==> src/rtl/mem_arbiter.sv <==
// Two-requester (instruction fetch / load-store) arbiter onto one shared memory port.
// One transaction is outstanding at a time; LSU has priority with bounded IFU starvation.
module mem_arbiter #(
    parameter int XLEN       = 64,
    parameter int STARVE_MAX = 4
) (
    input  logic            clk,
    input  logic            rst_n,

    input  logic            ifu_req_valid,
    output logic            ifu_req_ready,
    input  logic [XLEN-1:0] ifu_addr,
    output logic            ifu_rsp_valid,
    output logic [XLEN-1:0] ifu_rdata,

    input  logic            lsu_req_valid,
    output logic            lsu_req_ready,
    input  logic [XLEN-1:0] lsu_addr,
    input  logic [XLEN-1:0] lsu_wdata,
    input  logic            lsu_wen,
    input  logic [7:0]      lsu_wmask,
    output logic            lsu_rsp_valid,
    output logic [XLEN-1:0] lsu_rdata,

    output logic            mem_req_valid,
    input  logic            mem_req_ready,
    output logic [XLEN-1:0] mem_addr,
    output logic [XLEN-1:0] mem_wdata,
    output logic            mem_wen,
    output logic [7:0]      mem_wmask,
    input  logic            mem_rsp_valid,
    input  logic [XLEN-1:0] mem_rdata,

    output logic            busy
);

    localparam int SW = $clog2(STARVE_MAX) + 1;

    typedef enum logic [1:0] {IDLE, REQ, RESP} state_t;

    state_t          state, state_nxt;
    logic [SW-1:0]   lsu_streak;
    logic [XLEN-1:0] addr_q, wdata_q;
    logic            wen_q;
    logic [7:0]      wmask_q;
    logic            owner_lsu_q;
    logic            grant_ifu, grant_lsu;
    logic            rsp_fire;

    // NOTE: every signal written in always_comb gets a default first so no latch is inferred.
    always_comb begin
        grant_ifu = 1'b0;
        grant_lsu = 1'b0;
        state_nxt = state;
        case (state)
            IDLE: begin
                if (lsu_req_valid && ifu_req_valid) begin
                    if (lsu_streak == SW'(STARVE_MAX)) grant_ifu = 1'b1;
                    else                               grant_lsu = 1'b1;
                end else if (lsu_req_valid) begin
                    grant_lsu = 1'b1;
                end else if (ifu_req_valid) begin
                    grant_ifu = 1'b1;
                end
                if (grant_ifu || grant_lsu) state_nxt = REQ;
            end
            REQ:     if (mem_req_ready) state_nxt = RESP;
            RESP:    if (mem_rsp_valid) state_nxt = IDLE;
            default: state_nxt = IDLE;
        endcase
    end

    // NOTE: sequential state uses non-blocking assignments so all registers update together.
    always_ff @(posedge clk) begin
        if (!rst_n) begin
            state       <= IDLE;
            lsu_streak  <= '0;
            addr_q      <= '0;
            wdata_q     <= '0;
            wen_q       <= 1'b0;
            wmask_q     <= '0;
            owner_lsu_q <= 1'b0;
        end else begin
            state <= state_nxt;
            if (grant_lsu) begin
                addr_q      <= lsu_addr;
                wdata_q     <= lsu_wdata;
                wen_q       <= lsu_wen;
                wmask_q     <= lsu_wmask;
                owner_lsu_q <= 1'b1;
                // Streak only counts LSU wins that actually made the IFU wait.
                if (!ifu_req_valid)                      lsu_streak <= '0;
                else if (lsu_streak != SW'(STARVE_MAX))  lsu_streak <= lsu_streak + SW'(1);
            end else if (grant_ifu) begin
                addr_q      <= ifu_addr;
                wdata_q     <= '0;
                wen_q       <= 1'b0;
                wmask_q     <= '0;
                owner_lsu_q <= 1'b0;
                lsu_streak  <= '0;
            end
        end
    end

    // All outputs are gated by rst_n so they read 0 throughout reset.
    assign rsp_fire      = rst_n & (state == RESP) & mem_rsp_valid;
    assign ifu_req_ready = rst_n & grant_ifu;
    assign lsu_req_ready = rst_n & grant_lsu;
    assign ifu_rsp_valid = rsp_fire & ~owner_lsu_q;
    assign lsu_rsp_valid = rsp_fire &  owner_lsu_q;
    assign ifu_rdata     = ifu_rsp_valid ? mem_rdata : '0;
    assign lsu_rdata     = lsu_rsp_valid ? mem_rdata : '0;
    assign mem_req_valid = rst_n & (state == REQ);
    assign mem_wen       = mem_req_valid & wen_q;
    assign mem_wmask     = mem_req_valid ? wmask_q : '0;
    assign mem_addr      = rst_n ? addr_q  : '0;
    assign mem_wdata     = rst_n ? wdata_q : '0;
    assign busy          = rst_n & (state != IDLE);

endmodule
==> config.mk <==
export PLATFORM = sky130hd
export DESIGN_NAME = mem_arbiter
export DESIGN_NICKNAME = d
export VERILOG_FILES = /design/src/rtl/mem_arbiter.sv
export SDC_FILE = /design/constraint.sdc
export NUM_CORES = 1
export LEC_CHECK = 0
export ABC_AREA = 1
export CAP_MARGIN = 0
export CORE_AREA = 3 3 212 214
export CTS_BUF_LIST = sky130_fd_sc_hd__clkbuf_4
export DETAILED_ROUTE_END_ITERATION = 10
export DIE_AREA = 0 0 215 217
export PLACE_DENSITY = 0.46
export SETUP_SLACK_MARGIN = 0.1
export SLEW_MARGIN = 20
export SYNTH_ARGS = -nofsm -noshare
export SYNTH_HDL_FRONTEND = slang
export SYNTH_SLANG_ARGS = --single-unit
==> constraint.sdc <==
create_clock -name clk -period 3.8 [get_ports clk]
set_clock_uncertainty 0.05 [all_clocks]
set_input_delay 0.76 -clock clk [delete_from_list [all_inputs] [get_ports clk]]
set_output_delay 0.76 -clock clk [all_outputs]
set_load 0.03 [all_outputs]
==> flow_summary.json <==
{
  "synthCells": 1410,
  "slew_headroom_pct": 46.13,
  "final_nets": 2170,
  "p_int_uw": 2576,
  "clk_latency_ns": 0.58,
  "routedWlPerCell_um": 16.44,
  "instances_no_fill": 2501,
  "tns_ns": 0,
  "cp.arrival_ns": 2.39,
  "synthTopCellsByCount": "553 x nand2_1, 340 x inv_1, 143 x dfxtp_1, 139 x nor2_1, 69 x nand3_1",
  "power.switching_uw": 1397,
  "drive_gt1_share_pct": 10.16,
  "wirelength_mm": 41.11,
  "crit_type": "in2out",
  "p_sw_share_pct": 35.15,
  "max_cap_viol_count": 0,
  "cts_hold_buf": 0,
  "cp-end-kind": "output port",
  "slowest_stage": "clkdlybuf4s50_1",
  "synth_seq_area_share_pct": 35.69,
  "grt_max_degree": 133,
  "finalCritPeriodShare_pct": 84.24,
  "grt_pass1_wl_mm": 60.92,
  "run_status": "finished clean",
  "synth_edf_count": 0,
  "fp-row-count": 76,
  "power.density_nw_per_um2": 282.5,
  "clk_pin_slew_ns": 0.14,
  "synth_fp_nets": 1683,
  "cts_tree": "yes",
  "dieHeight_um": 217,
  "slew_viol_final": 0,
  "initial_core_util_pct": 18.62,
  "setup_viol": 0,
  "synthTopCellsByArea": "dfxtp_1 36%, nand2_1 26%, inv_1 16%",
  "clock_path_buffers": 2,
  "ys_async_sr_fraction_pct": 0,
  "drc": 0,
  "synth.top_cell.area_share_pct": 35.69,
  "place_hpwl_mm": 31.20,
  "ir_worst_vdd_v": 0.0001564,
  "yosys.area.top_type": "dfxtp_1",
  "seqPwrFrac_pct": 42.2,
  "layout-area-overhead-vs-synth_pct": 75.37,
  "rsz0062_at_grt": "no",
  "synth.most_common_cell": "nand2_1",
  "crit_family": "buffers and inverters",
  "grt_pass1_vias": 9735,
  "met1_usage_pct": 18.92,
  "fmax_mhz": 312.4,
  "dr.pass1.iters": 5,
  "cts_root_buf": "clkbuf_4",
  "cts_buffers": 17,
  "use_met3_pct": 5.920,
  "busiest_layer": "met2",
  "gp_congestion": 0.8208,
  "cp.required_ns": 2.99,
  "drt-vias-per-instance": 3.963,
  "num_io_pins": 542,
  "clock_sinks": 143,
  "syn-cell-area_um2": 8020,
  "drt_iter0_markers": 520,
  "cts_setup_buffers": 0,
  "synth_cell_types": 19,
  "grt.total_usage_pct": 17.03,
  "critPathBufInv": 4,
  "crit_fanout": 49,
  "dp_cells": 2463,
  "die-area_um2": 46660,
  "total_leakage_power_uw": 0.007940,
  "cpPeakStageDelay_ns": 0.70,
  "synth_ff_type": "dfxtp_1",
  "vias": 9912,
  "use_met2_pct": 31.03,
  "h-tree-depth": 4,
  "path_cells": "buf_4 -> buf_12 -> nand2_1 -> inv_1 -> clkdlybuf4s50_1",
  "p_comb_share_pct": 31.0,
  "io_buffers": 541,
  "min_path_type": "reg2reg",
  "synth_seq_cells": 143,
  "antenna_left": 0,
  "cp-start-kind": "primary input",
  "cts-resized-gates": 0,
  "die_w_um": 215,
  "yosysWarnings": 0,
  "coreArea_um2": 43080,
  "grt_antenna_before_repair": 14,
  "tightest_slew_ns": 0.8081,
  "finalCriticalPeriod_ns": 3.201,
  "hold_viol_final": 0,
  "grt_overflow_total": 0,
  "clockPowerShare_pct": 26.7,
  "avgSynthCellArea_um2": 5.688
}
cells in the final DEF, fill, tap and decap left out, types with 2 or more instances in the layout:
cell / Yosys / final
a21oi_1: 2 / 2
buf_12: 0 / 20
buf_4: 6 / 137
bufinv_16: 0 / 2
clkbuf_4: 0 / 17
clkdlybuf4s50_1: 0 / 397
clkinv_4: 0 / 3
clkinvlp_4: 0 / 2
dfxtp_1: 143 / 143
diode_2: 0 / 7
ha_1: 2 / 2
inv_1: 340 / 340
inv_6: 0 / 4
nand2_1: 553 / 553
nand3_1: 69 / 67
nand3_2: 0 / 2
nand4_1: 66 / 66
nor2_1: 139 / 138
nor2_4: 2 / 3
o21ai_0: 2 / 2
cell type report:
type                            count  area [um2]
Timing Repair Buffer              555        5408
Inverter                          340        1276
Clock buffer                       17       127.6
Sequential cell                   143        2863
Tap cell                          585       732.0
Multi-Input combinational cell    840        3485
Fill cell                        4826       29010
Antenna cell                        7       17.52
Clock inverter                     14       156.4
through the flow:
step	hold slack, ns	instance area, um2	total power, uW	util [%]	setup slack [ns]
after floorplan	0.3758	8020	2329	-	1.153
after global routing	0.4298	14060	4239	32.65	0.4752
after detailed placement	0.3918	13760	2964	31.95	0.5904
after CTS	0.4153	14050	4073	32.61	0.5877
final	0.4136	14060	3973	32.65	0.5990
after global placement	0.3917	13760	2959	31.95	0.5881
routing by layer:
layer	routed length, um	part of all wire, %
met1	16170	39
met4	688	1.7
met5	84	0.20
met3	3242	7.9
met2	20930	51
power by group through the flow:
stage / clock [uW] / combinational [uW] / sequential (uW)
floorplan: 0 / 629 / 1700
finish: 1060 / 1230 / 1680
global route: 1190 / 1350 / 1690
CTS: 1140 / 1260 / 1680
detailed placement: 0 / 1250 / 1710
global placement: 0 / 1240 / 1710
kinds of logic (layout without fill, tap and decap cells):
kind of cell / after synthesis / after routing / share of synthesized area, %
XOR/XNOR: 1 / 1 / 0.1092
buffers and inverters: 427 / 926 / 21.17
AND/OR/NAND/NOR: 832 / 832 / 42.36
other: 0 / 7 / 0
flip-flops: 143 / 143 / 35.69
AO/OA/AOI/OAI: 5 / 5 / 0.3588
adder cells (fa/ha/maj): 2 / 2 / 0.3120
flip-flops by register name (all words and copies together), names as in the netlist:
register     count
addr_q          64
wen_q            1
wdata_q         64
lsu_streak       3
owner_lsu_q      1
wmask_q          8
state            2
worst reg2reg max path, stage by stage (launching register included):
cell and delay [ns]:
dfxtp_1 0.38, nor2_4 0.22, buf_4 0.54, nand3_2 0.21, nor2_4 0.13, buf_4 0.63
nand2_1 0.28, nand2_1 0.11
final timing paths:
kind                                start                        to  slack [ns]  depth (start not counted)
hold / removal    wmask_q[6]$_SDFFE_PN0P_   wmask_q[6]$_SDFFE_PN0P_        0.41                          2
setup / recovery                    rst_n             mem_wdata[63]        0.60                          5
hold reg to reg   wmask_q[6]$_SDFFE_PN0P_   wmask_q[6]$_SDFFE_PN0P_        0.41                          2
setup reg to reg    state[1]$_SDFFE_PN0P_  wdata_q[38]$_SDFFE_PN0P_        1.21                          7
(Power assumes the default switching activity.)
